--- src/rtl/apb_slave_regfile.sv ---
// -----------------------------------------------------------------------------
// apb_slave_regfile
//
// APB slave holding a small word-addressed register file:
//   idx 0            : read-only ID constant (ID_VALUE)
//   idx 1            : read-only count of completed transfers (wraps)
//   idx 2..NUM_REGS-1: read/write registers; idx 2 is exported on ctrl_o
// Every transfer is answered after a fixed number of wait states.
//
// Ports:
//   clk        rising-edge clock
//   reset      asynchronous active-low reset
//   psel_i     APB select
//   penable_i  APB enable (access phase)
//   paddr_i    byte address; word index is paddr_i[7:2]
//   pwrite_i   1 = write, 0 = read
//   pwdata_i   write data
//   pready_o   transfer completes when psel_i & penable_i & pready_o
//   prdata_o   read data, nonzero only with pready_o on a legal read
//   pslverr_o  error response (illegal address), valid with pready_o
//   ctrl_o     current contents of register 2
// -----------------------------------------------------------------------------
module apb_slave_regfile #(
  parameter int          NUM_REGS    = 8,
  parameter int          WAIT_STATES = 2,
  parameter logic [31:0] ID_VALUE    = 32'hA5B0_0001
) (
  input  logic        clk,
  input  logic        reset,
  input  logic        psel_i,
  input  logic        penable_i,
  input  logic [31:0] paddr_i,
  input  logic        pwrite_i,
  input  logic [31:0] pwdata_i,
  output logic        pready_o,
  output logic [31:0] prdata_o,
  output logic        pslverr_o,
  output logic [31:0] ctrl_o
);

  typedef enum logic [1:0] {
    IDLE   = 2'd0,
    SETUP  = 2'd1,
    ACCESS = 2'd2
  } state_t;

  state_t      state_reg;
  logic [31:0] addr_reg;
  logic        write_reg;
  logic [31:0] wdata_reg;
  logic [3:0]  wait_reg;
  logic [31:0] cnt_reg;

  // Decode is done on the captured address so that bus changes during the
  // access phase cannot alter the response of a transfer already in flight.
  logic [5:0] idx;
  logic       addr_legal;
  logic       done;

  assign idx        = addr_reg[7:2];
  assign addr_legal = (addr_reg[1:0] == 2'b00) &&
                      (addr_reg[31:8] == 24'd0) &&
                      ({1'b0, idx} < 7'(NUM_REGS));

  // pready is a decode of registered state only, so with zero wait states it
  // rises in the very first ACCESS cycle.
  assign pready_o = (state_reg == ACCESS) && (wait_reg == 4'd0);
  assign done     = pready_o && psel_i && penable_i;

  // ---------------------------------------------------------------------------
  // Transfer FSM, request capture, wait counter and transfer counter
  // ---------------------------------------------------------------------------
  always_ff @(posedge clk or negedge reset) begin
    if (!reset) begin
      state_reg <= IDLE;
      addr_reg  <= '0;
      write_reg <= 1'b0;
      wdata_reg <= '0;
      wait_reg  <= '0;
      cnt_reg   <= '0;
    end else begin
      case (state_reg)
        IDLE: begin
          // An enable without a preceding setup cycle is not a transfer.
          if (psel_i && !penable_i) begin
            state_reg <= SETUP;
          end
        end
        SETUP: begin
          addr_reg  <= paddr_i;
          write_reg <= pwrite_i;
          wdata_reg <= pwdata_i;
          wait_reg  <= 4'(WAIT_STATES);
          state_reg <= psel_i ? ACCESS : IDLE;
        end
        ACCESS: begin
          if (!psel_i) begin
            // Master abandoned the transfer: no write, no count.
            state_reg <= IDLE;
          end else if (wait_reg != 4'd0) begin
            wait_reg <= wait_reg - 4'd1;
          end else if (penable_i) begin
            // Completion. A back-to-back setup cycle from the master arrives
            // in the next cycle and is picked up from IDLE without loss.
            cnt_reg   <= cnt_reg + 32'd1;
            state_reg <= IDLE;
          end
        end
        default: state_reg <= IDLE;
      endcase
    end
  end

  // ---------------------------------------------------------------------------
  // Register file view: packed so each generate branch drives its own word
  // ---------------------------------------------------------------------------
  logic [NUM_REGS-1:0][31:0] reg_file;

  generate
    for (genvar gi = 0; gi < NUM_REGS; gi++) begin : g_reg
      if (gi == 0) begin : g_id
        assign reg_file[gi] = ID_VALUE;
      end else if (gi == 1) begin : g_cnt
        assign reg_file[gi] = cnt_reg;
      end else begin : g_rw
        logic [31:0] word_reg;
        always_ff @(posedge clk or negedge reset) begin
          if (!reset) begin
            word_reg <= '0;
          end else if (done && write_reg && addr_legal && (idx == 6'(gi))) begin
            word_reg <= wdata_reg;
          end
        end
        assign reg_file[gi] = word_reg;
      end
    end
  endgenerate

  assign ctrl_o = reg_file[2];

  // ---------------------------------------------------------------------------
  // Read path. CNT reads its pre-increment value because the counter only
  // moves on the completion edge.
  // ---------------------------------------------------------------------------
  logic [31:0] rd_word;

  always_comb begin
    rd_word = '0;
    for (int i = 0; i < NUM_REGS; i++) begin
      if (idx == 6'(i)) begin
        rd_word = reg_file[i];
      end
    end
  end

  assign prdata_o  = (pready_o && !write_reg && addr_legal) ? rd_word : 32'd0;
  assign pslverr_o = pready_o && !addr_legal;

endmodule

--- config.mk ---
export PLATFORM = sky130hd
export DESIGN_NAME = apb_slave_regfile
export DESIGN_NICKNAME = d
export VERILOG_FILES = /design/src/rtl/apb_slave_regfile.sv
export SDC_FILE = /design/constraint.sdc
export NUM_CORES = 1
export LEC_CHECK = 0
export BUFFER_PORTS_ARGS = -buffer_cell sky130_fd_sc_hd__buf_4
export CORE_MARGIN = 2
export CORE_UTILIZATION = 59
export DETAILED_ROUTE_END_ITERATION = 10
export PLACE_DENSITY = 0.91
export SLEW_MARGIN = 40
export SYNTH_ARGS = -nofsm -noshare
export SYNTH_HDL_FRONTEND = slang
export SYNTH_SLANG_ARGS = --single-unit
--- constraint.sdc ---
create_clock -name clk -period 3.5 [get_ports clk]
set_clock_uncertainty 0.05 [all_clocks]
set_input_delay 0.525 -clock clk [delete_from_list [all_inputs] [get_ports clk]]
set_output_delay 0.525 -clock clk [all_outputs]
set_load 0.005 [all_outputs]
# Word level (Yosys, flattened, before mapping)
# Index checks and enable logic that the tools add are counted.
classes:
  n_lt_le_gt_ge: 1
  n_reduce_logical: 30
  bitwise_logic: 1
  eq_ne: 14
  mux: 18
  addsub: 2
ops:
  columns: ["op", "count"]
  rows:
  - ["$mux 32", 9]
  - ["$add 32x1->32 const B", 1]
  - ["$eq 6x3->1 const B", 4]
  - ["$logic_not 24->1", 1]
  - ["$logic_and 1x1->1", 17]
  - ["$eq 6x2->1 const B", 2]
  - ["$mux 2", 5]
  - ["$mux 4", 2]
  - ["$pmux 4 s2", 1]
  - ["$eq 6x1->1 const B", 1]
  - ["$logic_not 6->1", 1]
  - ["$lt 6x4->1 const B", 1]
  - ["$ne 3x3->1 const B", 2]
  - ["$pmux 2 s3", 1]
  - ["$reduce_and 3->1", 2]
  - ["$logic_not 2->1", 2]
  - ["$logic_not 4->1", 1]
  - ["$ne 2x2->1 const B", 2]
  - ["$reduce_and 4->1", 1]
  - ["$reduce_bool 4->1", 1]
  - ["$sub 4x1->4 const B", 1]
  - ["$logic_not 1->1", 3]
  - ["$eq 2x1->1 const B", 1]
  - ["$eq 2x2->1 const B", 1]
  - ["3 further kinds", 3]
totals:
  wordCells: 78
  regBits: 295
  output_inout_bits: 66
  inputBits: 69

# Depth between registers and ports, before layout
# Gate-level depths: netlist of run 1.
logic_depth:
  ltp_word: 10
  ltp_mapped: 8
  ltp_nobuf: 6

# Worst setup path after synthesis of run 1
# OpenSTA, ideal clock, no wires.
synth_timing:
  kind: "reg2out"
  start: "reg addr_reg[21]"
  end: "out prdata_o[30]"
  arrival_ps: 2168
  n_path_buf: 1
  stages_incl_launch_ff: 6
  required_time_ps: 2925
  path_slack_ps: 757
  path_cell_list: "dfrtp_1 nor4_1 nand4_4 or4_1 buf_2 a2111oi_1"
synth_via:
  elab_chain_cells: 5
synth_rtl:
  columns: ["item", "line", "source"]
  rows:
  - ["from (decl)", "48", "logic [31:0] addr_reg;"]
  - ["from (signal assigned)", "90", "addr_reg <= paddr_i;"]
  - ["$logic_not 24->1", "62", "(addr_reg[31:8] == 24'd0) &&"]
  - ["$logic_and 1x1->1", "61", "assign addr_legal = (addr_reg[1:0] == 2'b00) &&"]
  - ["$logic_and 1x1->1", "62", null]
  - ["$logic_and 1x1->1", "156", "assign prdata_o = (pready_o && !write_reg && addr_legal) ? rd_word : 32'd0;"]
  - ["$mux 32", "156", null]
  - ["to (decl)", "36", "output logic [31:0] prdata_o,"]
# Every way passes these cells.

# Worst setup path after layout of run 1
layout_timing:
  start: "reg wait_reg[0]"
  end: "out prdata_o[21]"
layout_via:
  elab_chain_cells: 5
layout_rtl:
  columns: ["item", "line", "source"]
  rows:
  - ["from (decl)", "51", "logic [3:0] wait_reg;"]
  - ["from (signal assigned)", "93", "wait_reg <= 4'(WAIT_STATES);"]
  - ["from (signal assigned)", "101", "wait_reg <= wait_reg - 4'd1;"]
  - ["$logic_not 4->1", "67", "assign pready_o = (state_reg == ACCESS) && (wait_reg == 4'd0);"]
  - ["$logic_and 1x1->1", "67", null]
  - ["$logic_and 1x1->1 (2 in a row)", "156", null]
  - ["$mux 32", "156", null]
# Every way passes these cells.

==> summary.txt, run 1 <==
Status
  – Run status: complete, no violations

Layout
  – Area grow syn2layout: 18.7%
  – Net count reported at finish: ~1.3k
  – Final design area excluding fillers: approximately 0.016 sq mm
  – Share of final-layout standard cells stronger than drive strength 1: 0.417
  – Flip-flop count of the largest register after layout: 160
  – Number of antenna repair diodes: 0
  – Final core area utilization: 0.716

Clock network
  – TritonCTS Buffers: 31
  – Worst-skew pair later-pin latency: between 500 and 600 ps
  – Clock Sink Count: roughly 300
  – Clock input transition at the sequential cells of the worst setup and hold paths: about 60 ps
  – H-tree depth: 1
  – Clock tree from TritonCTS: built
  – Clock root buffer master: sky130_fd_sc_hd__clkbuf_16
  – Post CTS Setup Buffer Count: 0
  – Maximum buffer depth of the clock tree: 3

Synthesis
  – Most common cell in the netlist: sky130_fd_sc_hd__dfrtp_1
  – Synth Register Bits: 295
  – Post-synthesis instance area: around 0.014 sq mm
  – Synth top area cells: sky130_fd_sc_hd__dfrtp_1 (54%), sky130_fd_sc_hd__mux2_2 (20%), sky130_fd_sc_hd__mux2_1 (3.1%)
  – Top cells by count, synth: sky130_fd_sc_hd__dfrtp_1 (295), sky130_fd_sc_hd__mux2_2 (242), sky130_fd_sc_hd__a21oi_1 (48)
  – Yosys warning count: 0
  – Most used flip-flop cell after synthesis: sky130_fd_sc_hd__dfrtp_1
  – Post-Synthesis Cells: between 1k and 1.5k
  – Sequential fraction of the synthesis area: 0.537
  – Post-synth cell types: 56
  – Post-synth top area share: 0.537
  – Synthesized net count: 1,143
  – EDFF count, synth: 0
  – Area leader, netlist: sky130_fd_sc_hd__dfrtp_1
  – Synthesized area divided by synthesized cell count: 12.8 sq um
  – Share of synthesized registers carrying an async set or reset: 1.00

Timing
  – Total Negative Setup Slacks: 0 ps
  – Total setup violations reported at the end of the flow: 0
  – Min Clock Period, post-route: ~3400 ps
  – Final hold violation count: 0
  – Slew Limit Fails: 0
  – Post-Route Hold Slack: 89.0 ps
  – Slew of the pin with the lowest slew margin: between 700 and 800 ps
  – Fmax: between 200 and 300 MHz
  – Unrepaired setup endpoints after global routing: true
  – Ratio of final minimum period to clock period: 0.970
  – Slew Limit Headroom: 0.511

Placed design
  – Number of input and output port buffers inserted: ~130
  – Total cell area at the placement stage: between 0.015 and 0.02 sq mm
  – Total half-perimeter wirelength after legalization and detailed placement: around 22 mm
  – Placer congestion estimate: 0.862

Power and ir drop
  – Overall power of the completed layout: between 8 and 9 mW
  – Power per cell area: about 510 mW/mm^2
  – Leak pwr: just under 8 nW
  – VDD IR max: a little over 0.7 mV

Global route
  – Initial antenna violation count: 0
  – Total GRT Usage: 0.278
  – GR Overflow Total: 0
  – Number of global-route vias before repair: ~10k
  – Largest net degree at the start of global routing: between 90 and 100
  – Wire length of the first global-routing pass: approximately 54 mm

Worst setup path
  – CP arrival: between 2000 and 3000 ps
  – Worst setup path class: reg -> out
  – Critical path capture point type: output port
  – Critical path's largest stage delay: 570 ps
  – Worst-path fanout max: 10
  – Data required time at the worst endpoint: 2920 ps
  – Critical path, cell by cell: inv_1 > ha_1 > nor3b_2 > nand3_1 > or4_4 > a211oi_1 > buf_4
  – Slowest stage cell on the critical path: sky130_fd_sc_hd__or4_4
  – CP startpoint kind: register

Floorplanning
  – Number of rows in the core area: 55
  – Starting Density: 0.603
  – Die Wd: 157 microns
  – Number of ports placed on the die boundary: 135
  – Placeable core region: about 0.023 sq mm
  – Floorplan die height: roughly 160 microns
  – Die area: about 0.025 sq mm

Route
  – Final antenna-violating net count: 0
  – Average routed wire per standard cell: around 22 microns
  – Drt pass-1 iters: 5
  – Routed vias/inst: approximately 6.3
  – DR DRC count: 0
  – Vias after detailed routing: around 9.7k
  – Number of DRC markers after the initial detailed-route iteration: roughly 940
  – WL final: around 33 mm

Job
  – Count of max-cap constraint violations: 0

Min path
  – Class of the tightest hold or removal check: in -> reg
==> critical path: cells and delay by family (launching register included) <==
family	cells	cell delay, ps
compound gates	1	410
fa+ha+maj	1	190
buf+inv	2	260
simple gates	3	1000
flops	1	430
==> per-layer routing <==
layer	share of wire	vias up	global-route usage
met5	0	-	0
met4	0.031	0	0.101
met3	0.073	84	0.0548
met2	0.50	400	0.476
met1	0.40	4917	0.353
li1	-	4250	-
==> what timing repair did <==
action                                  4_1_cts  5_1_grt
resized for setup                             3        6
hold buffers                                  1        0
endpoints found under the setup margin       10       32
endpoints found under the hold margin        77        0
==> worst paths after layout <==
kind / start / endpoint / slack, ps / cells after the start
min: penable_i / state_reg[0] / 90 / 2
max reg2reg: addr_reg[7] / g_reg[5].g_rw.word_reg[25] / 590 / 6
min reg2reg: g_reg[7].g_rw.word_reg[12] / g_reg[7].g_rw.word_reg[12] / 440 / 1
max: wait_reg[0] / prdata_o[21] / 110 / 7
max in group asynchronous: reset / g_reg[6].g_rw.word_reg[16] / 1990 / 3
min in group asynchronous: reset / wdata_reg[24] / 530 / 2
==> cells by family (layout without fill, tap and decap cells) <==
family | after synthesis | in the layout | synth area share
xor+xnor | 31 | 31 | 0.0198
fa+ha+maj | 2 | 2 | 0.00182
flops | 295 | 295 | 0.537
simple gates | 203 | 203 | 0.0875
mux | 311 | 311 | 0.252
compound gates | 143 | 143 | 0.0747
buf+inv | 87 | 239 | 0.0270
==> power breakdown <==
group          internal (mW)  leakage, nW  switching, mW
Sequential              3.62         3.96          0.337
Clock                   2.09        0.507           1.31
Combinational          0.454         3.48          0.588
Total                   6.16         7.95           2.24
==> cells in the final DEF, fill, tap and decap left out, drive strengths merged, types with 9 or more instances in the layout <==
master  count
a21oi      48
buf       173
clkbuf     41
dfrtp     295
inv        13
mux2      280
mux2i      31
nand2      27
nand2b      9
nand3      48
nand4      11
nor2       37
nor4       20
o221a      22
o22ai      32
xnor2      18
xor2       13
==> metrics by stage <==
stage	setup slack [ps]	std cells
2_1_floorplan	757	1072
3_5_place_dp	392	1483
3_3_place_gp	448	1483
4_1_cts	8.08	1537
5_1_grt	-52.9	1537
6_report	106	1537
==> layout make-up <==
| type | count | area (sq um) |
|---|---|---|
| Clock buffer | 41 | 863 |
| Clock inverter | 12 | 199 |
| Fill cell | 1475 | 6460 |
| Inverter | 12 | 45.0 |
| Multi-Input combinational cell | 690 | 6080 |
| Sequential cell | 295 | 7390 |
| Tap cell | 313 | 392 |
| Timing Repair Buffer | 174 | 1350 |
No activity file was read; power rests on OpenSTA's default activity.
==> run 2: changes to the inputs <==
==> constraint.sdc (replaced) <==
create_clock -name clk -period 3.5 [get_ports clk]
set_clock_uncertainty 0.05 [all_clocks]
set_input_delay 0.35 -clock clk [delete_from_list [all_inputs] [get_ports clk]]
set_output_delay 0.35 -clock clk [all_outputs]
set_load 0.005 [all_outputs]
==> run 2 against run 1 <==
Non-clock buffer count rose by 65. Total power hardly changed. Sequential power about the same. Combinational power rose by 7%. Via count grew 4.7%. First-iteration DRC count down 5.3%. Global-route usage increased by 3.0 points.
==> summary.txt, run 2 (synthesis results as in run 1) <==
Timing
  – Post-Route Hold Slack: 28.3 ps (-60.7 ps)
  – Total Negative Setup Slacks: 0 ps (unchanged)
  – Unrepaired setup endpoints after global routing: false
  – Min Clock Period, post-route: 3290 ps (-108 ps)
  – Total setup violations reported at the end of the flow: 0 (unchanged)
  – Slew of the pin with the lowest slew margin: 664 ps (-68.9 ps)
  – Slew Limit Headroom: 0.546 (+0.0345)
  – Final hold violation count: 0 (unchanged)
  – Fmax: 304 MHz (+3.3%)
  – Ratio of final minimum period to clock period: 0.939 (-0.0308)
  – Slew Limit Fails: 0 (unchanged)

Clock network
  – H-tree depth: 1 (unchanged)
  – Clock root buffer master: sky130_fd_sc_hd__clkbuf_16
  – Post CTS Setup Buffer Count: 0 (unchanged)
  – TritonCTS Buffers: 30 (-3.2%)
  – Maximum buffer depth of the clock tree: 3 (unchanged)
  – Clock input transition at the sequential cells of the worst setup and hold paths: 70 ps (about the same)
  – Clock Sink Count: 295 (unchanged)
  – Worst-skew pair later-pin latency: 550 ps (about the same)
  – Clock tree from TritonCTS: built

Layout
  – Commonest cells after routing, fill and taps aside: sky130_fd_sc_hd__dfrtp_1 (293), sky130_fd_sc_hd__mux2_2 (242), sky130_fd_sc_hd__buf_4 (166), sky130_fd_sc_hd__dlygate4sd3_1 (67), sky130_fd_sc_hd__a21oi_1 (48)
  – Commonest non-fill, non-tap cell in the layout: sky130_fd_sc_hd__dfrtp_1
  – Final core area utilization: 0.744 (+0.0276)
  – Number of antenna repair diodes: 0 (unchanged)
  – Area grow syn2layout: 23.3%
  – Area occupied by multi-input gates: 0.00606 sq mm (-0.37%)
  – Sequential standard cell area: 0.00739 sq mm (unchanged)
  – Share of final-layout standard cells stronger than drive strength 1: 0.394 (-0.0235)
  – Fill cells: 1,340 (-9.2%)
  – Flip-flop count of the largest register after layout: 160 (unchanged)
  – Net count reported at finish: 1,339 (+5.0%)

Floorplanning
  – Floorplan die height: 157 microns (unchanged)
  – Number of rows in the core area: 55 (unchanged)
  – Die area: 0.0245 sq mm (unchanged)
  – Placeable core region: 0.0228 sq mm (unchanged)
  – Number of ports placed on the die boundary: 135 (unchanged)
  – Die Wd: 157 microns (unchanged)
  – Starting Density: 0.603 (unchanged)

Min path
  – Count of cells along the worst hold path: 2 (unchanged)
  – Class of the tightest hold or removal check: in -> reg
  – Hold worst-path end: state_reg[1]
  – Origin of the worst min-delay path: psel_i

Job
  – Count of max-cap constraint violations: 0 (unchanged)

Worst setup path
  – Register-to-Register Setup Slack: 610 ps (+20 ps)
  – Data required time at the worst endpoint: 3100 ps (+180 ps)
  – Launch point of the worst reg-to-reg path: addr_reg[7]
  – CP arrival: 2890 ps (+70 ps)
  – CP startpoint kind: register
  – Worst setup path class: reg -> out
  – Critical path capture point type: output port
  – R2r worst-path depth: 6 (unchanged)
  – Reg-to-reg endpoint: g_reg[4].g_rw.word_reg[18]
  – Worst-path fanout max: 24 (+14)

Power and ir drop
  – Leak pwr: 8.23 nW (+3.5%)
  – Power per cell area: 496 mW/mm^2 (-3.7%)
  – VDD IR max: 0.517 mV (-27%)

Placed design
  – Placer congestion estimate: 0.890 (+3.3%)
  – Total half-perimeter wirelength after legalization and detailed placement: 21.6 mm (-0.17%)
  – Number of input and output port buffers inserted: 134 (unchanged)

Global route
  – GR Overflow Total: 0 (unchanged)
  – Wire length of the first global-routing pass: 59.2 mm (+9.6%)
  – Initial antenna violation count: 0 (unchanged)
  – Total GRT Usage: 0.308 (+0.0302)
  – Largest net degree at the start of global routing: 69 (-30%)
  – Number of global-route vias before repair: 10.9k (+5.4%)

Route
  – WL final: 37.1 mm (+12%)
  – Total routed wire length on the met1 layer: 14.3 mm (+8.5%)
  – Total met2 wirelength after detailed routing: 18.8 mm (+13%)
  – Routed wl met3: 2.48 mm (+2.5%)
  – Final antenna-violating net count: 0 (unchanged)
  – DR DRC count: 0 (unchanged)
  – Average routed wire per standard cell: 23.1 microns (+7.0%)
  – Highest metal used: met4
  – Routed vias/inst: 6.30 (+0.26%)
  – Number of DRC markers after the initial detailed-route iteration: 886 (-5.3%)
  – Vias after detailed routing: 10.1k (+4.7%)
  – Drt pass-1 iters: 5 (unchanged)

Status
  – Run status: complete, no violations
[run 2: changes by cell type in the layout (fill, tap and decap cells not counted), sizes merged]
cell	delta
dlygate4sd3	+66
clkbuf	+5
bufinv	-3
clkinv	+3
clkinvlp	-2
buf	-1
[run 2: layout make-up]
class / count / share of cell area
sequential: 295 / 0.436
tap: 313 / 0.0231
clock buffer: 46 / 0.0544
inverter: 12 / 0.00266
multi-input combinational: 690 / 0.357
timing repair buffer: 239 / 0.120
clock inverter: 10 / 0.00679
[run 2: what timing repair did]
action,CTS,global route
gates resized for setup,2,2
hold endpoints to repair,114,0
endpoints found under the setup margin,1,1
hold buffers,67,0
[run 2: worst max-delay path: stages, from the launching register on]
cell                        delay, ps
sky130_fd_sc_hd__dfrtp_1          440
sky130_fd_sc_hd__or4b_1           630
sky130_fd_sc_hd__buf_4            280
sky130_fd_sc_hd__a2111oi_0        650
sky130_fd_sc_hd__a2111oi_2        140
sky130_fd_sc_hd__buf_4            190
[run 2: power breakdown]
group / switching (mW) / internal, mW
Combinational: 0.603 / 0.503
Clock: 1.36 / 1.96
Sequential: 0.352 / 3.62
Total: 2.32 / 6.09
[run 2: how the worst max path moves through the flow]
stage,startpoint,to,slack [ps],depth (start not counted)
2_1_floorplan,addr_reg[21],prdata_o[30],930,5
4_1_cts,wait_reg[0],prdata_o[30],120,7
5_1_grt,addr_reg[7],prdata_o[15],40,7
3_5_place_dp,wait_reg[0],prdata_o[30],450,7
6_report,addr_reg[7],prdata_o[30],210,5
3_3_place_gp,wait_reg[0],prdata_o[30],660,7
[run 2: through the flow]
step	area, sq um	setup slack (ps)	std cells	total power [mW]
3_5_place_dp	15200	455	1482	5.01
3_3_place_gp	15200	659	1481	4.95
2_1_floorplan	13700	932	1072	4.55
6_report	16900	214	1605	8.40
4_1_cts	16900	117	1605	8.36
5_1_grt	16900	38.8	1605	8.70
[run 2: layer usage]
layer | global-route usage | up-vias
li1 | - | 4377
met1 | 0.389 | 5118
met2 | 0.529 | 480
met3 | 0.0537 | 129
met4 | 0.125 | 0
met5 | 0 | -
